File: src/rtl/ddfs_pkg.sv
// Shared types and default sizes for the ddfs core and its sweep sequencer.
package ddfs_pkg;

  localparam int unsigned DDFS_N       = 9;
  localparam int unsigned DDFS_DWELL_W = 16;

  typedef enum logic [1:0] {
    IDLE,
    HOLD,
    LAST,
    DONE
  } sweep_state_e;

endpackage

File: src/rtl/ddfs_dwell_cnt.sv
// Loadable down-counter that saturates at zero and flags the zero count.
module ddfs_dwell_cnt #(
  parameter int unsigned W = 16
) (
  input  logic         clk,
  input  logic         rst_n,
  input  logic         load,
  input  logic [W-1:0] load_val,
  input  logic         en,
  output logic         zero
);

  logic [W-1:0] cnt_q, cnt_d;

  // Load has priority over decrement; the count never goes below zero.
  always_comb begin
    cnt_d = cnt_q;
    if (load) begin
      cnt_d = load_val;
    end else if (en && (cnt_q != '0)) begin
      cnt_d = cnt_q - 1'b1;
    end
  end

  // Count register.
  always_ff @(posedge clk or negedge rst_n) begin
    if (!rst_n) begin
      cnt_q <= '0;
    end else begin
      cnt_q <= cnt_d;
    end
  end

  assign zero = (cnt_q == '0);

endmodule

File: src/rtl/ddfs_sweep_ctrl.sv
// Linear frequency-word staircase generator driving ddfs.fw, single-shot or continuous.
module ddfs_sweep_ctrl
  import ddfs_pkg::*;
#(
  parameter int unsigned N       = DDFS_N,
  parameter int unsigned DWELL_W = DDFS_DWELL_W
) (
  input  logic               clk,
  input  logic               rst_n,
  input  logic               start,
  input  logic               abort,
  input  logic               cont,
  input  logic [N-1:0]       fw_start,
  input  logic [N-1:0]       fw_stop,
  input  logic [N-1:0]       fw_step,
  input  logic [DWELL_W-1:0] dwell,
  output logic [N-1:0]       fw_out,
  output logic               busy,
  output logic               done
);

  sweep_state_e state_q;

  logic [N-1:0]       fw_q;
  logic               busy_q;
  logic               done_q;

  logic [N-1:0]       sh_start_q;
  logic [N-1:0]       sh_stop_q;
  logic [N-1:0]       sh_step_q;
  logic [DWELL_W-1:0] sh_dwell_q;
  logic               sh_cont_q;
  logic               sh_degen_q;

  logic [N:0]         sum;
  logic               reach_stop;
  logic               degen_in;

  logic               cnt_load;
  logic [DWELL_W-1:0] cnt_val;
  logic               cnt_en;
  logic               cnt_zero;

  // Extra carry bit makes a wrapped sum compare as past the stop word.
  assign sum        = {1'b0, fw_q} + {1'b0, sh_step_q};
  assign reach_stop = (sum >= {1'b0, sh_stop_q});
  assign degen_in   = (fw_start >= fw_stop) || (fw_step == '0);

  // Dwell counter control: load on each new word, otherwise count down.
  always_comb begin
    cnt_load = 1'b0;
    cnt_val  = sh_dwell_q;
    cnt_en   = 1'b0;
    if (!abort) begin
      case (state_q)
        IDLE: begin
          if (start) begin
            cnt_load = 1'b1;
            cnt_val  = dwell;
          end
        end
        HOLD: begin
          if (cnt_zero) cnt_load = 1'b1;
          else          cnt_en   = 1'b1;
        end
        LAST: begin
          cnt_en = !cnt_zero;
        end
        DONE: begin
          cnt_load = sh_cont_q;
        end
        default: ;
      endcase
    end
  end

  ddfs_dwell_cnt #(
    .W(DWELL_W)
  ) u_dwell_cnt (
    .clk      (clk),
    .rst_n    (rst_n),
    .load     (cnt_load),
    .load_val (cnt_val),
    .en       (cnt_en),
    .zero     (cnt_zero)
  );

  // Sweep FSM with shadow registers and registered outputs.
  always_ff @(posedge clk or negedge rst_n) begin
    if (!rst_n) begin
      state_q    <= IDLE;
      fw_q       <= '0;
      busy_q     <= 1'b0;
      done_q     <= 1'b0;
      sh_start_q <= '0;
      sh_stop_q  <= '0;
      sh_step_q  <= '0;
      sh_dwell_q <= '0;
      sh_cont_q  <= 1'b0;
      sh_degen_q <= 1'b0;
    end else begin
      done_q <= 1'b0;
      if (abort) begin
        if (state_q != IDLE) begin
          state_q <= IDLE;
          fw_q    <= '0;
          busy_q  <= 1'b0;
        end
      end else begin
        case (state_q)
          IDLE: begin
            if (start) begin
              sh_start_q <= fw_start;
              sh_stop_q  <= fw_stop;
              sh_step_q  <= fw_step;
              sh_dwell_q <= dwell;
              sh_cont_q  <= cont;
              sh_degen_q <= degen_in;
              fw_q       <= fw_start;
              busy_q     <= 1'b1;
              state_q    <= degen_in ? LAST : HOLD;
            end
          end
          HOLD: begin
            if (cnt_zero) begin
              if (reach_stop) begin
                fw_q    <= sh_stop_q;
                state_q <= LAST;
              end else begin
                fw_q <= sum[N-1:0];
              end
            end
          end
          LAST: begin
            if (cnt_zero) begin
              state_q <= DONE;
              done_q  <= 1'b1;
              busy_q  <= 1'b0;
            end
          end
          DONE: begin
            if (sh_cont_q) begin
              fw_q    <= sh_start_q;
              busy_q  <= 1'b1;
              state_q <= sh_degen_q ? LAST : HOLD;
            end else begin
              state_q <= IDLE;
            end
          end
          default: state_q <= IDLE;
        endcase
      end
    end
  end

  assign fw_out = fw_q;
  assign busy   = busy_q;
  assign done   = done_q;

endmodule

File: config.mk
export PLATFORM = sky130hd
export DESIGN_NAME = ddfs_sweep_ctrl
export DESIGN_NICKNAME = d
export VERILOG_FILES = /design/src/rtl/ddfs_pkg.sv /design/src/rtl/ddfs_dwell_cnt.sv /design/src/rtl/ddfs_sweep_ctrl.sv
export SDC_FILE = /design/constraint.sdc
export NUM_CORES = 1
export LEC_CHECK = 0
export BUFFER_PORTS_ARGS = -buffer_cell sky130_fd_sc_hd__buf_2
export CELL_PAD_IN_SITES_DETAIL_PLACEMENT = 1
export CELL_PAD_IN_SITES_GLOBAL_PLACEMENT = 1
export CORE_MARGIN = 8
export CORE_UTILIZATION = 41
export CTS_CLUSTER_SIZE = 16
export DETAILED_ROUTE_END_ITERATION = 8
export PLACE_DENSITY_LB_ADDON = 0.1
export SLEW_MARGIN = 20
export SYNTH_ARGS = -nofsm -noshare
export SYNTH_HDL_FRONTEND = slang
export SYNTH_HIERARCHICAL = 1
export SYNTH_SLANG_ARGS = --single-unit
File: constraint.sdc
create_clock -name clk -period 3.6 [get_ports clk]
set_clock_uncertainty 0.2 [all_clocks]
set_input_delay 0.36 -clock clk [delete_from_list [all_inputs] [get_ports clk]]
set_output_delay 0.36 -clock clk [all_outputs]
set_load 0.02 [all_outputs]
==> results of run 1 <==
## through the flow
step                power, µW  cells  setup WS (ns)
floorplan                3763    458        0.03035
CTS                      5307    665       0.003564
global route             5969    668       -0.04138
global placement         4414    647         0.1099
finish                   5498    668         0.1364
detailed placement       4559    647       -0.04100
## logic make-up after synthesis
group                    after synthesis  share of synthesized area [%]
AND/OR/NAND/NOR                      121                          13.74
XOR/XNOR                               5                         0.9752
adder cells (fa/ha/maj)               33                          9.362
buffers and inverters                 56                          5.071
AO/OA/AOI/OAI                        121                          17.92
multiplexers                          48                          11.70
flip-flops                            74                          41.24
## cell usage in the layout (no fill, tap or decap), types with 4 or more instances in the layout
cell type                  synthesis  routed
sky130_fd_sc_hd__a21oi_1          14      14
sky130_fd_sc_hd__a22oi_1           8       8
sky130_fd_sc_hd__a31oi_1           7       7
sky130_fd_sc_hd__buf_2             2      57
sky130_fd_sc_hd__buf_4             0      15
sky130_fd_sc_hd__clkbuf_8          0      11
sky130_fd_sc_hd__dfrtp_1          74      74
sky130_fd_sc_hd__ha_1             32      30
sky130_fd_sc_hd__inv_1            35      34
sky130_fd_sc_hd__mux2_1            4       4
sky130_fd_sc_hd__mux2_2           32      32
sky130_fd_sc_hd__mux2i_1          12      12
sky130_fd_sc_hd__nand2_1          33      33
sky130_fd_sc_hd__nand3_1           4       4
sky130_fd_sc_hd__nor2_1           34      32
sky130_fd_sc_hd__nor2b_1           5       4
sky130_fd_sc_hd__nor3_1           10       9
sky130_fd_sc_hd__nor4_1            5       5
sky130_fd_sc_hd__o21a_1            5       5
sky130_fd_sc_hd__o21ai_0          42      39
sky130_fd_sc_hd__o21ai_1          12      15
sky130_fd_sc_hd__or3_1             5       4
sky130_fd_sc_hd__or4_1             5       5
sky130_fd_sc_hd__xnor2_1           4       4
## final timing paths
check	slack, ns	start	endpoint
worst max-delay path	0.14	fw_out[1]	state_q[0]
worst min-delay path	0.04	cont	sh_cont_q
worst max register to register	0.14	fw_out[1]	state_q[0]
worst min register to register	0.30	sh_dwell_q[13]	sh_dwell_q[13]
max in group asynchronous	2.06	rst_n	u_dwell_cnt/cnt_q[0]
min in group asynchronous	0.48	rst_n	sh_start_q[1]
## layer usage
layer	track usage, %	share of wire [%]
met1	20.43	44
met4	7.806	2.2
met3	2.751	3.3
met5	0	0
met2	29.80	51
## final cells by class
type | instances | area, µm²
inverters | 36 | 135.1
repair buffers | 74 | 419.2
fillers | 1227 | 5487
well taps | 140 | 175.2
clock inverters | 2 | 35.03
clock buffers | 14 | 162.7
flip-flops and latches | 74 | 1852
multi-input cells | 328 | 2480
## report_power, final
group | internal (µW) | total, µW | switching, µW
clock | 359 | 676 | 317
combinational | 1520 | 3250 | 1740
sequential | 1240 | 1570 | 333
total | 3110 | 5500 | 2390
## synth_stat cells (3+ instances only)
master                     instances  share of area [%]
sky130_fd_sc_hd__a211oi_1          4               0.67
sky130_fd_sc_hd__a21oi_1          14                1.6
sky130_fd_sc_hd__a22oi_1           8                1.3
sky130_fd_sc_hd__a31oi_1           7               0.98
sky130_fd_sc_hd__and2_1            3               0.42
sky130_fd_sc_hd__clkbuf_1         16                1.3
sky130_fd_sc_hd__dfrtp_1          74                 41
sky130_fd_sc_hd__ha_1             32                8.9
sky130_fd_sc_hd__inv_1            35                2.9
sky130_fd_sc_hd__mux2_1            4                1.0
sky130_fd_sc_hd__mux2_2           32                8.0
sky130_fd_sc_hd__mux2i_1          12                2.7
sky130_fd_sc_hd__nand2_1          33                2.8
sky130_fd_sc_hd__nand3_1           4               0.45
sky130_fd_sc_hd__nand4_1           3               0.42
sky130_fd_sc_hd__nand4b_1          3               0.59
sky130_fd_sc_hd__nor2_1           34                2.8
sky130_fd_sc_hd__nor2b_1           5               0.70
sky130_fd_sc_hd__nor3_1           10                1.1
sky130_fd_sc_hd__nor4_1            5               0.70
sky130_fd_sc_hd__o21a_1            5               0.84
sky130_fd_sc_hd__o21ai_0          42                4.7
sky130_fd_sc_hd__o21ai_1          12                1.3
sky130_fd_sc_hd__o31ai_1           4               0.67
sky130_fd_sc_hd__or3_1             5               0.70
sky130_fd_sc_hd__or4_1             5               0.84
sky130_fd_sc_hd__xnor2_1           4               0.78
## timing repair
action                                  CTS  global route
hold buffers                              1             0
endpoints found under the setup margin   10            12
hold endpoints to repair                 26             0
pin swaps                                 1             2
resized for setup                         2            18
setup buffers                             1             3
## sequential cells by signal (all words and copies together), names as in the netlist, 2 cells and up
signal             count
fw_out                 9
sh_dwell_q            16
sh_start_q             9
sh_step_q              9
sh_stop_q              9
state_q                2
u_dwell_cnt/cnt_q     16
==> flow_summary.rst, run 1 <==
.. list-table::
   :header-rows: 1

   * - Metric
     - Value
   * - Peak clock frequency supported by timing
     - 288.7 MHz
   * - Placeable core region
     - 0.01075 mm²
   * - Ratio of total power to cell area
     - 1046 mW/mm²
   * - Wire length of the first global-routing pass
     - 20090 µm
   * - Largest net degree at the start of global routing
     - 75
   * - Worst hold slack
     - 0.03736 ns
   * - Proportion of register bits with asynchronous set or reset after synthesis
     - 100.0%
   * - Cell type of the slowest stage on the worst timing path
     - sky130_fd_sc_hd__dfrtp_1
   * - Maximum VDD drop
     - 0.5393 mV
   * - Nets
     - 604
   * - Pre-antenna DRT Iters
     - 4
   * - Reported leakage power
     - 0.002379 µW
   * - Initial Utilization
     - 41.79%
   * - CTS tree
     - built
   * - Total negative slack for setup checks
     - 0 ns
   * - Number of primary I/O pins
     - 59
   * - Clock-pin transition on the worst setup and hold timing paths
     - 0.08 ns
   * - Via count
     - 3678
   * - Number of inserted diodes
     - 0
   * - Max-slew violation count
     - 0
   * - Delay of the slowest critical-path stage
     - 0.41 ns
   * - Relative slew slack
     - 34.46%
   * - TritonCTS Sinks
     - 74
   * - Startpoint kind of the worst setup timing path
     - register
   * - Flop and latch count out of synthesis
     - 74
   * - Critical path depth
     - 13
   * - Die Span Y
     - 120.7 µm
   * - Layout Area Growth over Synthesis
     - 17.11%
   * - Worst-skew pair later-pin latency
     - 0.36 ns
   * - Clock buffer count from CTS
     - 9
   * - Area of the mapped netlist
     - 0.004491 mm²
   * - Die span in x
     - 120.7 µm
   * - Number of instances in the synthesized netlist
     - 458
   * - Cell-by-cell trace of the critical path
     - ha_1, a211oi_2, nor2_2, o21ai_4, xnor2_1, ha_1, a211o_1, a211o_1, a31oi_2, o21ai_2, o21bai_4, o311ai_4, mux2i_1
   * - Aggregate global routing overflow
     - 0
   * - Final count of negative-setup-slack endpoints
     - 0
   * - Worst path required time
     - 3.69 ns
   * - Detail Route Antenna Nets
     - 0
   * - Combined global-route utilization of all metal layers
     - 17.16%
   * - Mean post-synth cell area
     - 9.805 µm²
   * - Post-synthesis net count
     - 539
   * - Final design area excluding fillers
     - 0.005259 mm²
   * - Htree depth
     - 3
   * - DR DRC count
     - 0
   * - Instance count along the most critical hold path
     - 2
   * - Share of the cycle needed by the critical path after routing
     - 96.21%
   * - Number of global-route vias before repair
     - 4019
   * - Final HPWL DP
     - 8855 µm
   * - Final weighted congestion of routability-driven global placement
     - 0.8053
   * - Via-per-instance ratio
     - 5.506
   * - Final wirelength
     - 11980 µm
   * - Clock Tree Root
     - sky130_fd_sc_hd__clkbuf_8
   * - Hold Path Class
     - in2reg
   * - Portion of the post-synthesis area used by sequential elements
     - 41.24%
   * - Initial antenna violation count
     - 0
   * - Cell count of the worst reg-to-reg path
     - 13
   * - Final cell utilization of the core
     - 48.94%
   * - WL/cell
     - 17.93 µm
   * - Number of enable-type register cells in the synthesized netlist
     - 0
   * - Crit-path leading delay family
     - compound AO/OA/AOI/OAI gates
   * - Start-to-end type of the worst setup path
     - reg2reg
   * - Final hold violation count
     - 0
   * - Buffer depth of the longest clock path
     - 2
   * - Worst-Margin Slew
     - 0.9832 ns
   * - Number of maximum-capacitance violations
     - 0
   * - Shortest clock period the worst path allows after layout
     - 3.464 ns
   * - CP Data Arrival Time
     - 3.55 ns
   * - Number of DRC markers after the initial detailed-route iteration
     - 105
   * - Number of buffers added on ports
     - 58
   * - Crit path buffers/inverters
     - 0
   * - Post-place instance area
     - 0.004955 mm²
   * - Worst Setup End Kind
     - register
   * - Top fanout value on the critical path
     - 4
   * - Yosys Warn Count
     - 6
   * - Ys flop type
     - sky130_fd_sc_hd__dfrtp_1
   * - Share of layout cells above drive strength 1
     - 27.46%
   * - Count of different cell masters after synthesis
     - 60
   * - Die outline area
     - 0.01456 mm²
   * - Run status
     - completed
   * - Number of cell rows
     - 38
Note: power is estimated with default switching activity, not from simulation.
==> run 2, diff against run 1 <==
- CELL_PAD_IN_SITES_DETAIL_PLACEMENT: 1 -> unset
- CELL_PAD_IN_SITES_GLOBAL_PLACEMENT: 1 -> unset
- CORE_UTILIZATION: 41 -> 45
- PLACE_DENSITY: unset -> 0.67
- PLACE_DENSITY_LB_ADDON: 0.1 -> unset
- SLEW_MARGIN: 20 -> 0
==> run 2 against run 1 <==
  * Global-route usage is 0.49 points lower
  * Power fell by 2.2%
  * Sequential power barely moved
==> flow_summary.rst, run 2 (synthesized netlist as in run 1, its figures left out) <==
.. list-table::
   :header-rows: 1

   * - Metric
     - Value
   * - Crit path buffers/inverters
     - 1 (+1)
   * - Final worst-path setup slack
     - 0.008792 ns (-0.1277 ns)
   * - Share of the cycle needed by the critical path after routing
     - 99.76% (+3.5 points)
   * - Dpl cells
     - 639 (-1.2%)
   * - Top fanout value on the critical path
     - 3 (-1)
   * - Most used cells in the layout excluding fill and tap cells
     - sky130_fd_sc_hd__dfrtp_1, sky130_fd_sc_hd__buf_2, sky130_fd_sc_hd__o21ai_0, sky130_fd_sc_hd__inv_1
   * - Minimum setup slack after placement
     - -0.05709 ns (-0.01609 ns)
   * - Number of global-route vias before repair
     - 3634 (-9.6%)
   * - Final weighted congestion of routability-driven global placement
     - 0.8893 (+10%)
   * - Startpoint kind of the worst setup timing path
     - register
   * - Detail Route Antenna Nets
     - 0 (unchanged)
   * - Relative slew slack
     - 37.61% (+3.2 points)
   * - Final hold violation count
     - 0 (unchanged)
   * - Cell type of the slowest stage on the worst timing path
     - sky130_fd_sc_hd__dfrtp_1
   * - Most frequent standard cell in the layout excluding fill and tap cells
     - sky130_fd_sc_hd__dfrtp_1
   * - Buffer depth of the longest clock path
     - 2 (unchanged)
   * - Number of buffers added on ports
     - 58 (unchanged)
   * - Final HPWL DP
     - 7874 µm (-11%)
   * - Initial Utilization
     - 46.15% (+4.4 points)
   * - Share of layout cells above drive strength 1
     - 27.27% (-0.19 points)
   * - Number of DRC markers after the initial detailed-route iteration
     - 200 (+90%)
   * - Number of inserted diodes
     - 0 (unchanged)
   * - Post-route non-filler standard cell count
     - 661 (-1.0%)
   * - Combined global-route utilization of all metal layers
     - 16.67% (-0.49 points)
   * - Number of primary I/O pins
     - 59 (unchanged)
   * - Hold Path Class
     - in2reg
   * - Aggregate global routing overflow
     - 0 (unchanged)
   * - Die outline area
     - 0.01343 mm² (-7.7%)
   * - Post-place instance area
     - 0.004933 mm² (-0.43%)
   * - Reported leakage power
     - 0.002362 µW (-0.72%)
   * - TritonCTS Sinks
     - 74 (unchanged)
   * - DR DRC count
     - 0 (unchanged)
   * - Layout Area Growth over Synthesis
     - 16.02%
   * - Largest net degree at the start of global routing
     - 75 (unchanged)
   * - Pre-antenna DRT Iters
     - 5 (+1)
   * - Worst path required time
     - 3.67 ns (-0.02 ns)
   * - Die span in x
     - 115.9 µm (-3.9%)
   * - Total negative slack for setup checks
     - 0 ns (unchanged)
   * - Cell-by-cell trace of the critical path
     - ha_4, inv_2, fa_2, nor2b_2, o31a_1, o31ai_2, a21boi_2, ha_2, a211o_1, a211o_1, a31oi_2, o21ai_2, o21bai_4, o311ai_4, mux2i_1
   * - Clock buffer count from CTS
     - 9 (unchanged)
   * - Htree depth
     - 3 (unchanged)
   * - Shortest clock period the worst path allows after layout
     - 3.591 ns (+0.1277 ns)
   * - Die Span Y
     - 115.9 µm (-3.9%)
   * - Via-per-instance ratio
     - 5.573 (+1.2%)
   * - Placeable core region
     - 0.009729 mm² (-9.5%)
   * - Nets
     - 606 (+0.33%)
   * - Via count
     - 3684 (+0.16%)
   * - Initial antenna violation count
     - 0 (unchanged)
   * - WL/cell
     - 16.63 µm (-7.2%)
   * - Crit-path leading delay family
     - compound AO/OA/AOI/OAI gates
   * - Delay of the slowest critical-path stage
     - 0.39 ns (-0.02 ns)
   * - Final cell utilization of the core
     - 53.55% (+4.6 points)
   * - Run status
     - completed
   * - CP Data Arrival Time
     - 3.66 ns (+0.11 ns)
   * - Filler cell count in the final layout
     - 898 (-27%)
   * - Start-to-end type of the worst setup path
     - reg2reg
   * - Worst-Margin Slew
     - 0.9358 ns (-0.04738 ns)
   * - Final design area excluding fillers
     - 0.005210 mm² (-0.93%)
   * - Peak clock frequency supported by timing
     - 278.5 MHz (-3.6%)
   * - Final count of negative-setup-slack endpoints
     - 0 (unchanged)
   * - Worst-skew pair later-pin latency
     - 0.35 ns (about the same)
   * - Number of cell rows
     - 36 (-5.3%)
   * - Worst Setup End Kind
     - register
   * - Clock Tree Root
     - sky130_fd_sc_hd__clkbuf_8
   * - Maximum VDD drop
     - 0.4646 mV (-14%)
   * - Final wirelength
     - 10990 µm (-8.2%)
   * - Number of maximum-capacitance violations
     - 0 (unchanged)
   * - Wire length of the first global-routing pass
     - 17770 µm (-12%)
   * - Max-slew violation count
     - 0 (unchanged)
   * - Setup repair after global routing missed its margin
     - true
   * - Most common cell on crit path
     - sky130_fd_sc_hd__a211o_1
   * - Clock-pin transition on the worst setup and hold timing paths
     - 0.07 ns (about the same)
   * - Ratio of total power to cell area
     - 1032 mW/mm² (-1.3%)
   * - Largest registers ranked by flip-flop count
     - sh_dwell_q x16, u_dwell_cnt/cnt_q x16
   * - CTS tree
     - built
-- run 2: what timing repair did --
| action | 4_1_cts | 5_1_grt |
|---|---|---|
| setup endpoints to repair | 10 | 11 |
| buffers inserted | 0 | 7 |
| hold endpoints to repair | 68 | 0 |
| pin swaps | 0 | 8 |
| gates resized for setup | 3 | 16 |
| hold buffers | 1 | 0 |
-- run 2: power breakdown --
| part | switching, µW | internal [µW] |
|---|---|---|
| clock | 302 | 259 |
| combinational | 1720 | 1530 |
| sequential | 321 | 1240 |
-- run 2: worst reg2reg max path: stages (launching register included) --
cell and delay (ns):
sky130_fd_sc_hd__dfrtp_1 0.39, sky130_fd_sc_hd__ha_4 0.16, sky130_fd_sc_hd__inv_2 0.04, sky130_fd_sc_hd__fa_2 0.36
sky130_fd_sc_hd__nor2b_2 0.13, sky130_fd_sc_hd__o31a_1 0.23, sky130_fd_sc_hd__o31ai_2 0.09, sky130_fd_sc_hd__a21boi_2 0.18
sky130_fd_sc_hd__ha_2 0.18, sky130_fd_sc_hd__a211o_1 0.30, sky130_fd_sc_hd__a211o_1 0.24, sky130_fd_sc_hd__a31oi_2 0.16
sky130_fd_sc_hd__o21ai_2 0.10, sky130_fd_sc_hd__o21bai_4 0.21, sky130_fd_sc_hd__o311ai_4 0.32, sky130_fd_sc_hd__mux2i_1 0.22
-- run 2: area by class of cell --
cell class	count	area [µm²]	area share, %
clock inverter	3	17.52	0.3362
inverter	36	135.1	2.594
clock buffer	11	141.4	2.714
tap	133	166.4	3.194
timing repair buffer	76	434.2	8.333
sequential	74	1852	35.54
multi-input combinational	328	2464	47.29
-- run 2: routing by layer --
metal  up-vias  track usage [%]  wire length (µm)
li1       1788                -                 -
met1      1779            21.77              5061
met2       106            27.13              5302
met3        11            3.022               515
met4         0            5.618               114
met5         -                0                 0
-- run 2: final timing paths --
kind	from	endpoint	slack, ns	depth (start not counted)
max in group asynchronous	rst_n	u_dwell_cnt/cnt_q[12]	2.09	2
hold reg to reg	sh_dwell_q[10]	sh_dwell_q[10]	0.30	1
hold / removal	dwell[10]	sh_dwell_q[10]	0.05	2
min in group asynchronous	rst_n	sh_stop_q[5]	0.49	2
setup / recovery	fw_out[0]	state_q[1]	0.009	15
setup reg to reg	fw_out[0]	state_q[1]	0.009	15
-- run 2: metrics by stage --
step	total power, µW	hold WS (ns)
3_3_place_gp	4331	0.2661
2_1_floorplan	3763	-0.1356
5_1_grt	5804	0.04175
4_1_cts	5066	0.04402
3_5_place_dp	4440	0.2846
6_report	5377	0.05276
